$ cat src/rtl/fetch_pc_unit_pkg.sv
// Shared decode constants, in-flight branch entry type and immediate helpers
// for the fetch/PC redirect unit.
package fetch_pc_unit_pkg;

    localparam logic [6:0] B_type    = 7'b1100011;
    localparam logic [6:0] J_type    = 7'b1101111;
    localparam logic [6:0] JALR_type = 7'b1100111;

    // Width of the address fields stored per tracked entry.
    localparam int unsigned TrackXlen = 32;

    typedef struct packed {
        logic                 pred_taken;
        logic [TrackXlen-1:0] pred_target;
        logic [TrackXlen-1:0] fallback;
    } branch_track_t;

    // Sign-extended B-type byte offset (imm[12:1] << 1).
    function automatic logic [31:0] imm_b(input logic [31:0] instr);
        return {{19{instr[31]}}, instr[31], instr[7], instr[30:25], instr[11:8], 1'b0};
    endfunction

    // Sign-extended J-type byte offset (imm[20:1] << 1).
    function automatic logic [31:0] imm_j(input logic [31:0] instr);
        return {{11{instr[31]}}, instr[31], instr[19:12], instr[20], instr[30:21], 1'b0};
    endfunction

endpackage

$ cat src/rtl/fetch_pc_unit_branch_track_fifo.sv
// Circular queue of in-flight control-flow entries; clear wins over push/pop,
// and a push at full occupancy is accepted when a pop frees the slot.
module branch_track_fifo #(
    parameter int unsigned DEPTH  = 4,
    parameter type         elem_t = logic
) (
    input  logic                   clk,
    input  logic                   reset_n,
    input  logic                   push,
    input  logic                   pop,
    input  logic                   clear,
    input  elem_t                  wdata,
    output elem_t                  head,
    output logic                   full,
    output logic                   empty,
    output logic [$clog2(DEPTH):0] count
);

    localparam int unsigned PtrW = $clog2(DEPTH);

    elem_t           mem_q [DEPTH];
    logic [PtrW-1:0] head_q, tail_q;
    logic [PtrW:0]   count_q;
    logic            do_push, do_pop;

    assign full    = (count_q == (PtrW+1)'(DEPTH));
    assign empty   = (count_q == '0);
    assign count   = count_q;
    assign head    = mem_q[head_q];
    assign do_pop  = pop && !empty;
    assign do_push = push && (!full || do_pop);

    always_ff @(posedge clk or negedge reset_n) begin
        if (!reset_n) begin
            head_q  <= '0;
            tail_q  <= '0;
            count_q <= '0;
        end else if (clear) begin
            head_q  <= '0;
            tail_q  <= '0;
            count_q <= '0;
        end else begin
            if (do_push) tail_q <= tail_q + 1'b1;
            if (do_pop)  head_q <= head_q + 1'b1;
            count_q <= count_q + (PtrW+1)'(do_push) - (PtrW+1)'(do_pop);
        end
    end

    // Payload storage needs no reset: the count alone says what is valid.
    always_ff @(posedge clk) begin
        if (do_push && !clear) mem_q[tail_q] <= wdata;
    end

endmodule

$ cat src/rtl/fetch_pc_unit.sv
// PC generation with static B/J redirect and an in-order in-flight branch queue.
// Optional FETCH_PERF_CNT_EN adds saturating branch/mispredict counters.
module fetch_pc_unit
    import fetch_pc_unit_pkg::*;
#(
    parameter int unsigned     XLEN        = 32,
    parameter int unsigned     TRACK_DEPTH = 4,
    parameter logic [XLEN-1:0] RESET_PC    = '0
) (
    input  logic                         clk,
    input  logic                         reset_n,
    input  logic [31:0]                  data,
    input  logic                         prediction,
    input  logic                         pc_write,
    input  logic                         resolve_valid,
    input  logic                         resolve_taken,
    input  logic [XLEN-1:0]              resolve_target,
    output logic [XLEN-1:0]              address,
    output logic                         if_id_flush,
    output logic                         id_ex_flush,
    output logic                         fetch_stall,
    output logic [$clog2(TRACK_DEPTH):0] track_count
`ifdef FETCH_PERF_CNT_EN
    ,
    output logic [31:0]                  branch_count,
    output logic [31:0]                  mispredict_count
`endif
);

    logic [XLEN-1:0] pc_q, pc_d, pc_plus4, offset, pc_plus_off;
    logic [XLEN-1:0] head_target, head_fallback;
    logic            is_b, is_j, is_jalr, is_cf;
    logic            q_full, q_empty, resolve_act, mispredict, push;
    logic            empty_resolve_err_q;
    branch_track_t   entry_new, entry_head;

    assign is_b    = (data[6:0] == B_type);
    assign is_j    = (data[6:0] == J_type);
    assign is_jalr = (data[6:0] == JALR_type);
    assign is_cf   = is_b || is_j || is_jalr;

    assign offset      = is_j ? XLEN'($signed(imm_j(data))) : XLEN'($signed(imm_b(data)));
    assign pc_plus4    = pc_q + XLEN'(4);
    assign pc_plus_off = pc_q + offset;

    assign entry_new.pred_taken  = is_j || (is_b && prediction);
    assign entry_new.pred_target = TrackXlen'(is_jalr ? pc_plus4 : pc_plus_off);
    assign entry_new.fallback    = TrackXlen'(pc_plus4);

    assign head_target   = XLEN'(entry_head.pred_target);
    assign head_fallback = XLEN'(entry_head.fallback);

    assign resolve_act = resolve_valid && !q_empty;
    assign mispredict  = resolve_act &&
                         ((resolve_taken != entry_head.pred_taken) ||
                          (resolve_taken && (resolve_target != head_target)));

    // A correct resolve frees a slot this cycle, so a full queue need not stall.
    assign fetch_stall = q_full && is_cf && !(resolve_act && !mispredict);
    assign push        = is_cf && pc_write && !fetch_stall && !mispredict;

    assign if_id_flush = mispredict;
    assign id_ex_flush = mispredict;
    assign address     = pc_q;

    branch_track_fifo #(
        .DEPTH  (TRACK_DEPTH),
        .elem_t (branch_track_t)
    ) u_track (
        .clk     (clk),
        .reset_n (reset_n),
        .push    (push),
        .pop     (resolve_act),
        .clear   (mispredict),
        .wdata   (entry_new),
        .head    (entry_head),
        .full    (q_full),
        .empty   (q_empty),
        .count   (track_count)
    );

    always_comb begin
        pc_d = pc_q;
        if (mispredict) begin
            pc_d = resolve_taken ? resolve_target : head_fallback;
        end else if (!pc_write || fetch_stall) begin
            pc_d = pc_q;
        end else if ((is_b && prediction) || is_j) begin
            pc_d = pc_plus_off;
        end else begin
            pc_d = pc_plus4;
        end
    end

    always_ff @(posedge clk or negedge reset_n) begin
        if (!reset_n) begin
            pc_q                <= RESET_PC;
            empty_resolve_err_q <= 1'b0;
        end else begin
            pc_q <= pc_d;
            if (resolve_valid && q_empty) empty_resolve_err_q <= 1'b1;
        end
    end

`ifdef FETCH_PERF_CNT_EN
    logic [31:0] branch_count_q, mispredict_count_q;

    always_ff @(posedge clk or negedge reset_n) begin
        if (!reset_n) begin
            branch_count_q     <= '0;
            mispredict_count_q <= '0;
        end else begin
            if (resolve_act && (branch_count_q != '1)) branch_count_q <= branch_count_q + 1'b1;
            if (mispredict && (mispredict_count_q != '1)) begin
                mispredict_count_q <= mispredict_count_q + 1'b1;
            end
        end
    end

    assign branch_count     = branch_count_q;
    assign mispredict_count = mispredict_count_q;
`endif

endmodule

$ cat config.mk
export PLATFORM = sky130hd
export DESIGN_NAME = fetch_pc_unit
export DESIGN_NICKNAME = d
export VERILOG_FILES = /design/src/rtl/fetch_pc_unit_pkg.sv /design/src/rtl/fetch_pc_unit_branch_track_fifo.sv /design/src/rtl/fetch_pc_unit.sv
export SDC_FILE = /design/constraint.sdc
export NUM_CORES = 1
export LEC_CHECK = 0
export ABC_CLOCK_PERIOD_IN_PS = 6900
export CELL_PAD_IN_SITES_DETAIL_PLACEMENT = 1
export CELL_PAD_IN_SITES_GLOBAL_PLACEMENT = 1
export CORE_ASPECT_RATIO = 1.1
export CORE_MARGIN = 8
export CORE_UTILIZATION = 30
export CTS_CLUSTER_SIZE = 10
export DETAILED_ROUTE_END_ITERATION = 16
export PLACE_DENSITY_LB_ADDON = 0.1
export REMOVE_ABC_BUFFERS = 1
export SLEW_MARGIN = 20
export SYNTH_ARGS = -nofsm -noshare
export SYNTH_HDL_FRONTEND = slang
export SYNTH_SLANG_ARGS = --single-unit
$ cat constraint.sdc
create_clock -name clk -period 6.9 [get_ports clk]
set_input_delay 1.38 -clock clk [delete_from_list [all_inputs] [get_ports clk]]
set_output_delay 1.38 -clock clk [all_outputs]
set_load 0.005 [all_outputs]
# Word level (Yosys, flattened, before mapping)
# Memory sizes are Yosys's and may differ from the RTL's.
# Index checks and enable logic that the tools add are counted.
# Widths: inputs -> output; s select.
[totals] register_bits=39 latchBits=0 ramBits=260 rom_bits=0 in_bits=70 output_inout_bits=38 elab_cells=59 mem_count=1
[classes] addsub=6 n_mul=0 div_mod_pow=0 n_lt_le_gt_ge=0 eq_ne=7 shift=0 muxes=13 bitwise=0 n_reduce_logical=28
[memory_table] memory="u_track.mem_q" depth=4 width=65 rd=1 rd_clocked_by_memory_dff=0 write_ports=1 line="fetch_pc_unit_branch_track_fifo.sv:21" text="elem_t mem_q [DEPTH];"
[op_table] operator="$mux 32" n=5
[op_table] operator="$add 32x3->32 const B" n=1
[op_table] operator="$add 32x32->32" n=1
[op_table] operator="$ne 32x32->1" n=1
[op_table] operator="$eq 7x7->1 const B" n=3
[op_table] operator="$mux 20" n=1
[op_table] operator="$logic_and 1x1->1" n=13
[op_table] operator="$mux 2" n=4
[op_table] operator="$logic_not 1->1" n=6
[op_table] operator="$logic_or 1x1->1" n=6
[op_table] operator="$add 2x1->2 const B" n=2
[op_table] operator="$reduce_bool 2->1" n=2
[op_table] operator="$add 3x1->3" n=1
[op_table] operator="$eq 3x3->1 const B" n=1
[op_table] operator="$logic_not 3->1" n=1
[op_table] operator="$mux 3" n=1
[op_table] operator="$sub 3x1->3" n=1
[op_table] operator="$mux 1" n=2
[op_table] operator="$ne 2x1->1 const B" n=1
[op_table] operator="$ne 1x1->1" n=1

# Longest topological paths before layout
# Gate-level depths: netlist (run 1).
# An unclocked memory read counts as a cell.
[depth] ltp_word=16 depth_mapped=17 depth_no_buf=15

# Modules after synthesis
# From an unflattened synthesis (run 1), not the netlist that was laid out.
[hier_totals] cells_unflattened=1081 area_unflattened_um2=14984.4
[modules_own_cells] module="branch_track_fifo" instances=1 cells_per_inst=385 area_per_inst_um2=9882.0 seq_area_each_um2=7982.7
[modules_own_cells] module="fetch_pc_unit" instances=1 cells_per_inst=696 area_per_inst_um2=5102.4 seq_area_each_um2=800.8

# Least setup slack after synthesis (run 1)
# Ideal clock, no wire load.
[synth_timing] path_kind="input-to-reg" start="in data[5]" end="reg pc_q[29] (netlist: address[29])" setup_time_ns=0.122 arrival_ns=5.429 required_ns=6.778 slack_ns=1.349 path_stages=15 path_buffers=1 cell_sequence="nand3_1 -> nor3b_1 -> nand3_1 -> clkbuf_1 -> mux2_2 -> fa_1 -> a211o_1 -> a2111oi_2 -> nor3_1 -> o31ai_2 -> o21ai_0 -> o21a_1 -> or3_1 -> a211o_1 -> a32o_1"
[synth_between] elab_chain_len=7 elab_cells_between_ends=16
[synth_lines] element="from (decl)" line="fetch_pc_unit.sv:12" text="input logic [31:0] data,"
[synth_lines] element="parallel branches: the longest is 7 deep, another holds $add 32x32->32"
[synth_lines] element="to (signal assigned)" line="fetch_pc_unit.sv:100" text="pc_q <= pc_d;"
[synth_lines] element="to (decl)" line="fetch_pc_unit.sv:30" text="logic [XLEN-1:0] pc_q, pc_d, pc_plus4, offset, pc_plus_off;"
# Parallel ways; which one is timed is not known. The select of a mux whose other input is x is not followed.
# A chain may end at the register's enable or synchronous reset.

# Worst setup path after layout (run 1)
[layout_timing] start="in data[0]" end="reg pc_q[29] (netlist: address[29])"
# The elaborated chain is that of the path after synthesis.

==> flow_metrics.env, run 1 <==
export IMPL_crit_path_max_incr_delay_ps=540
export IMPL_path_cells="clkdlybuf4s50_1, nand3_1, nor3b_1, buf_4, nand3_1, buf_4, mux2_2, fa_1, a211o_1, a2111oi_2, nor3_1, o31ai_2, o21ai_0, o21a_1, or3_1, a211o_1, a32o_1"
export IMPL_gr_total_overflow=0
export IMPL_n_antenna_cell=0
export IMPL_drc=0
export IMPL_yosys_warnings=0
export IMPL_core_area_um2=49700
export IMPL_slew_violations=0
export IMPL_dieArea_um2=57300
export IMPL_cellPowerDensity_nw_per_um2=403
export IMPL_synth_top_family_by_area="multiplexers"
export IMPL_cts_hold_buf=0
export IMPL_ys_top_cells_by_count="edfxtp_1, nand2_1, o21ai_0"
export IMPL_gp_congestion=0.828
export IMPL_critPathArrivalTime_ps=6400
export IMPL_rsz0062_at_grt="false"
export IMPL_cts_resized=0
export IMPL_hold_class="reg2reg"
export IMPL_power_leakage_uw=0.00617
export IMPL_syn_avg_cell_area_um2=13.6
export IMPL_synth_fa_ha_area_share_pct=3.36
export IMPL_worstMarginPinSlew_ps=900
export IMPL_finalCritPeriodShare_pct=86.4
export IMPL_synth_simple_area_share_pct=7.83
export IMPL_irDropWorstVdd_v=0.000175
export IMPL_rr_worst_depth=14
export IMPL_fillers=5250
export IMPL_vias_per_cell=5.12
export IMPL_synthArstFlopShare_pct=13.2
export IMPL_synth_top_area_cell="edfxtp_1"
export IMPL_vias=9774
export IMPL_timing_fmax_mhz=168
export IMPL_synth_edf_count=256
export IMPL_hold_depth=0
export IMPL_crit_type="in2reg"
export IMPL_nets=1333
export IMPL_area_growth_pct=20.7
export IMPL_synth_area_um2=15000
export IMPL_synthTopCellsByArea="edfxtp_1, mux4_2, dfrtp_1, mux2i_1, ha_1"
export IMPL_ys_types=77
export IMPL_cts_buffers_inserted=37
export IMPL_yosysMostFrequentCell="edfxtp_1"
export IMPL_place_hpwl_um=33100
export IMPL_drt_wirelength_per_cell_um=25.4
export IMPL_die_h_um=250
export IMPL_clockBufferDepth=3
export IMPL_seq_area_frac_synth_pct=57.9
export IMPL_cp_end_kind="flip-flop"
export IMPL_post_cts_setup_buffer_count=0
export IMPL_dr_pass1_iters=4
export IMPL_power_uw=7270
export IMPL_cp_slowest_cell="a2111oi_2"
export IMPL_finalHoldViolations=0
export IMPL_status="completed"
export IMPL_grt_start_max_net_pins=65
export IMPL_grt_pass1_wl_um=71400
export IMPL_first_global_vias=10500
export IMPL_synth_top_area_share_pct=51.4
export IMPL_path_clk_slew_ps=60
export IMPL_first_iter_violations=462
export IMPL_routed_wl_um=48500
export IMPL_antenna_found_initial=0
export IMPL_die_x_um=229
export IMPL_antenna_left=0
export IMPL_num_rows=86
export IMPL_cts_max_level=2
export IMPL_setup_viol=0
export IMPL_io_buffers=107
export IMPL_drive_gt1_share_pct=14.6
export IMPL_fin_util_pct=36.3
export IMPL_clock_sinks=295
export IMPL_io_pins=108
export IMPL_skew_ps=19.9
export IMPL_synth_compound_area_share_pct=9.43
export IMPL_clk_latency_ps=550
export IMPL_cp_max_fo=13
export IMPL_cts_root_buf="clkbuf_16"
export IMPL_cp_required_ps=7340
export IMPL_period_needed_ps=5960
export IMPL_synthCells=1097
export IMPL_grt_usage_pct=16.7
export IMPL_max_slew_margin_pct=39.8
export IMPL_cts_tree="yes"
export IMPL_ys_flop_type="edfxtp_1"
export IMPL_ys_ff_latch=295
export IMPL_cp_start_kind="input pin"
export IMPL_initial_utilization_pct=30.1
export IMPL_maxCapViolations=0
export IMPL_synthXorXnorAreaFrac_pct=4.86
export IMPL_muxShareOfSynthArea_pct=13.8
-- flip-flops by register name (all words and copies together) (netlist names) --
signal	count
u_track.tail_q	2
address	32
u_track.head_q	2
u_track.mem_q	256
u_track.count	3
-- cell families (layout without fill, tap and decap cells) --
kind of cell / after synthesis / in the layout
multiplexers: 131 / 131
flip-flops: 295 / 295
buffers and inverters: 94 / 247
AND/OR/NAND/NOR: 246 / 246
AO/OA/AOI/OAI: 209 / 209
adder cells (fa/ha/maj): 39 / 39
XOR/XNOR: 83 / 83
-- power by group --
group	total, uW	switching [uW]	internal (uW)
registers	2740	314	2420
logic	2720	1580	1140
clock network	1820	741	1080
total	7270	2630	4640
-- layout make-up --
type                       instances  area [um^2]  area share, %
timing repair buffer             137         1360           7.54
inverter                          45          169          0.936
tap                              660          826           4.58
clock inverter                     6         62.6          0.347
multi-input combinational        708         5910           32.7
clock buffer                      59         1050           5.81
sequential                       295         8670           48.0
-- layout by cell type, fill, tap and decap left out, types with 38 or more instances in the layout --
master / n
edfxtp_1: 256
clkdlybuf4s50_1: 105
nand2_1: 100
o21ai_0: 71
mux4_2: 58
mux2i_1: 54
nor2_1: 53
xnor2_1: 49
inv_1: 43
a21oi_1: 38
-- final timing paths --
path	slack, ps	start	endpoint
max	940	data[0]	address[29]
min	580	address[0]	u_track.mem_q[0][32]
max reg2reg	1760	u_track.head_q[0]	u_track.count[2]
min reg2reg	580	address[0]	u_track.mem_q[0][32]
max in group asynchronous	5370	reset_n	u_track.head_q[0]
min in group asynchronous	980	reset_n	u_track.tail_q[1]
-- stage by stage --
stage | std cells | hold WS [ps] | setup WS, ps | setup TNS [ps] | cell area, um^2
CTS | 1910 | 582 | 853 | 0 | 18000
detailed placement | 1845 | 568 | 350 | 0 | 16900
finish | 1910 | 578 | 938 | 0 | 18000
floorplan | 1048 | 519 | -367 | -93840 | 14700
global placement | 1845 | 564 | 351 | 0 | 16900
global route | 1910 | 615 | 647 | 0 | 18000
-- critical path, delay by kind of cell --
family,cells,cell delay [ps]
compound gates,7,2400
simple gates,5,950
fa+ha+maj,1,460
mux,1,310
buf+inv,3,880
-- layer usage --
layer  vias up  share of wire [%]  wire, um  global-route usage, %
met5         -                  0         0                      0
met4         0                2.0       971                   4.17
met3        61                3.5      1720                   3.00
met2       172                 50     24100                   28.9
met1      5067                 45     21700                   21.4
li1       4474                  -         -                      -
No activity file was read; power rests on OpenSTA's default activity.
==> inputs of run 2 (changes only) <==
==> constraint.sdc (replaced) <==
create_clock -name clk -period 6.9 [get_ports clk]
set_input_delay 2.07 -clock clk [delete_from_list [all_inputs] [get_ports clk]]
set_output_delay 2.07 -clock clk [all_outputs]
set_load 0.005 [all_outputs]
==> run 2 against run 1 <==
Effect of this change:
- fmax shrank 12%
- register-to-register slack gained 140 ps
- sequential power shrank 1%
- via count grew 0.46%
- setup slack lost 810 ps
- combinational power grew 6%
- routed wire length grew 1.3%
- die area is the same
- worst hold slack gained 14 ps
- sequential share of layout area shrank 0.90 points
- clock power is essentially flat
- clock skew grew 7.8 ps
- critical endpoint is now fetch_stall
- largest power group is now combinational logic
==> flow_metrics.env, run 2 (same netlist as run 1, synthesis figures left out) <==
export IMPL_die_x_um=229
export IMPL_gr_total_overflow=0
export IMPL_core_area_um2=49700
export IMPL_fillers=5245
export IMPL_finalCritPeriodShare_pct=98.2
export IMPL_cts_hold_buf=0
export IMPL_initial_utilization_pct=30.1
export IMPL_die_h_um=250
export IMPL_cts_tree="yes"
export IMPL_power_frac_comb_pct=38.8
export IMPL_clock_sinks=295
export IMPL_finalHoldViolations=0
export IMPL_top_register="u_track.mem_q"
export IMPL_grt_pass1_wl_um=72800
export IMPL_critPathArrivalTime_ps=4700
export IMPL_antenna_found_initial=0
export IMPL_rsz0062_at_grt="false"
export IMPL_period_needed_ps=6770
export IMPL_vias=9819
export IMPL_final_cell_mix="edfxtp_1, clkdlybuf4s50_1, nand2_1, o21ai_0, mux4_2"
export IMPL_power_uw=7400
export IMPL_power_switching_uw=2660
export IMPL_p_seq_share_pct=36.5
export IMPL_num_rows=86
export IMPL_n_antenna_cell=0
export IMPL_fin_area_um2=18400
export IMPL_nets=1369
export IMPL_dieArea_um2=57300
export IMPL_whs_ps=592
export IMPL_cp_end_kind="output pin"
export IMPL_gp_congestion=0.811
export IMPL_hold_class="reg2reg"
export IMPL_post_dp_cell_area_um2=17200
export IMPL_power_leakage_uw=0.00636
export IMPL_cts_root_buf="clkbuf_16"
export IMPL_antenna_left=0
export IMPL_max_slew_margin_pct=47.6
export IMPL_cp_start_kind="input pin"
export IMPL_largest_reg_flops=256
export IMPL_grt_start_max_net_pins=48
export IMPL_drt_wirelength_per_cell_um=25.2
export IMPL_crit_type="in2out"
export IMPL_maxCapViolations=0
export IMPL_multi_input_area_um2=5930
export IMPL_io_pins=108
export IMPL_layout_commonest_cell="edfxtp_1"
export IMPL_final_cells=1948
export IMPL_first_iter_violations=513
export IMPL_drc=0
export IMPL_drive_gt1_share_pct=17.0
export IMPL_dp_cells=1881
export IMPL_area_growth_pct=23.0
export IMPL_place_hpwl_um=34100
export IMPL_rr_worst_depth=18
export IMPL_status="completed"
export IMPL_crit_path_max_incr_delay_ps=570
export IMPL_io_buffers=107
export IMPL_cp_required_ps=4830
export IMPL_routed_wl_um=49100
export IMPL_post_cts_setup_buffer_count=0
export IMPL_path_clk_slew_ps=60
export IMPL_cts_buffers_inserted=37
export IMPL_seqCellArea_um2=8670
export IMPL_dr_pass1_iters=4
export IMPL_clockBufferDepth=3
export IMPL_skew_ps=27.7
export IMPL_irDropWorstVdd_v=0.000153
export IMPL_clk_latency_ps=560
export IMPL_swShare_pct=36.0
export IMPL_hold_depth=0
export IMPL_cts_max_level=2
export IMPL_clkPwrFrac_pct=24.7
export IMPL_slew_violations=0
export IMPL_p_int_uw=4740
export IMPL_grt_usage_pct=17.1
export IMPL_crit_top_cell="clkdlybuf4s50_1"
export IMPL_worstMarginPinSlew_ps=787
export IMPL_cp_max_fo=4
export IMPL_cellPowerDensity_nw_per_um2=402
export IMPL_path_cells="clkdlybuf4s50_1, xor2_1, o2111ai_2, a2111oi_4, nand4_2, o21ai_4, buf_12, a21oi_1, clkdlybuf4s50_1"
export IMPL_cp_slowest_cell="clkdlybuf4s50_1"
export IMPL_vias_per_cell=5.04
export IMPL_timing_fmax_mhz=148
export IMPL_setup_viol=0
export IMPL_first_global_vias=10600
==> run 2: layout make-up <==
cell class	instances	share of cell area, %
multi-input cells	708	32.2
flip-flops and latches	295	47.1
repair buffers	173	9.07
clock inverters	6	0.170
inverters	45	0.918
well taps	660	4.49
clock buffers	61	5.97
==> run 2: worst paths after layout <==
check	end	startpoint	slack, ps
min in group asynchronous	address[30]	reset_n	1680
min	u_track.mem_q[2][32]	address[0]	590
max in group asynchronous	u_track.head_q[1]	reset_n	4660
max reg2reg	u_track.count[2]	u_track.head_q[0]	1900
min reg2reg	u_track.mem_q[2][32]	address[0]	590
max	fetch_stall	resolve_target[15]	130
==> run 2: timing repair <==
action / 4_1_cts / 5_1_grt
cloned: 0 / 0
resized for setup: 2 / 1
hold endpoints to repair: 0 / 0
setup endpoints to repair: 3 / 2
pin swaps: 0 / 0
==> run 2: stage by stage <==
step                setup TNS, ps  setup WS, ps  util [%]
finish                          0           126      37.0
global placement             -658          -255      34.7
detailed placement           -605          -232      34.7
global route                    0          11.7      37.0
floorplan                  -94730          -444         -
CTS                             0          35.7      37.0
==> run 2: power groups by stage <==
| stage | Clock [uW] | Sequential [uW] | Combinational (uW) |
|---|---|---|---|
| floorplan | 0 | 2690 | 1700 |
| global placement | 0 | 2740 | 2870 |
| detailed placement | 0 | 2740 | 2900 |
| CTS | 1880 | 2710 | 2920 |
| global route | 1930 | 2730 | 3180 |
| finish | 1830 | 2700 | 2870 |
==> run 2: critical path: cells and delay by family <==
kind | cells | cell delay (ps)
buf+inv | 3 | 1180
compound gates | 4 | 990
xor+xnor | 1 | 240
simple gates | 1 | 210
==> run 2: per-layer routing <==
metal	track usage, %	wire length (um)
met5	0	0
met4	4.99	1050
met3	2.05	1250
met2	29.3	24300
met1	22.5	22500
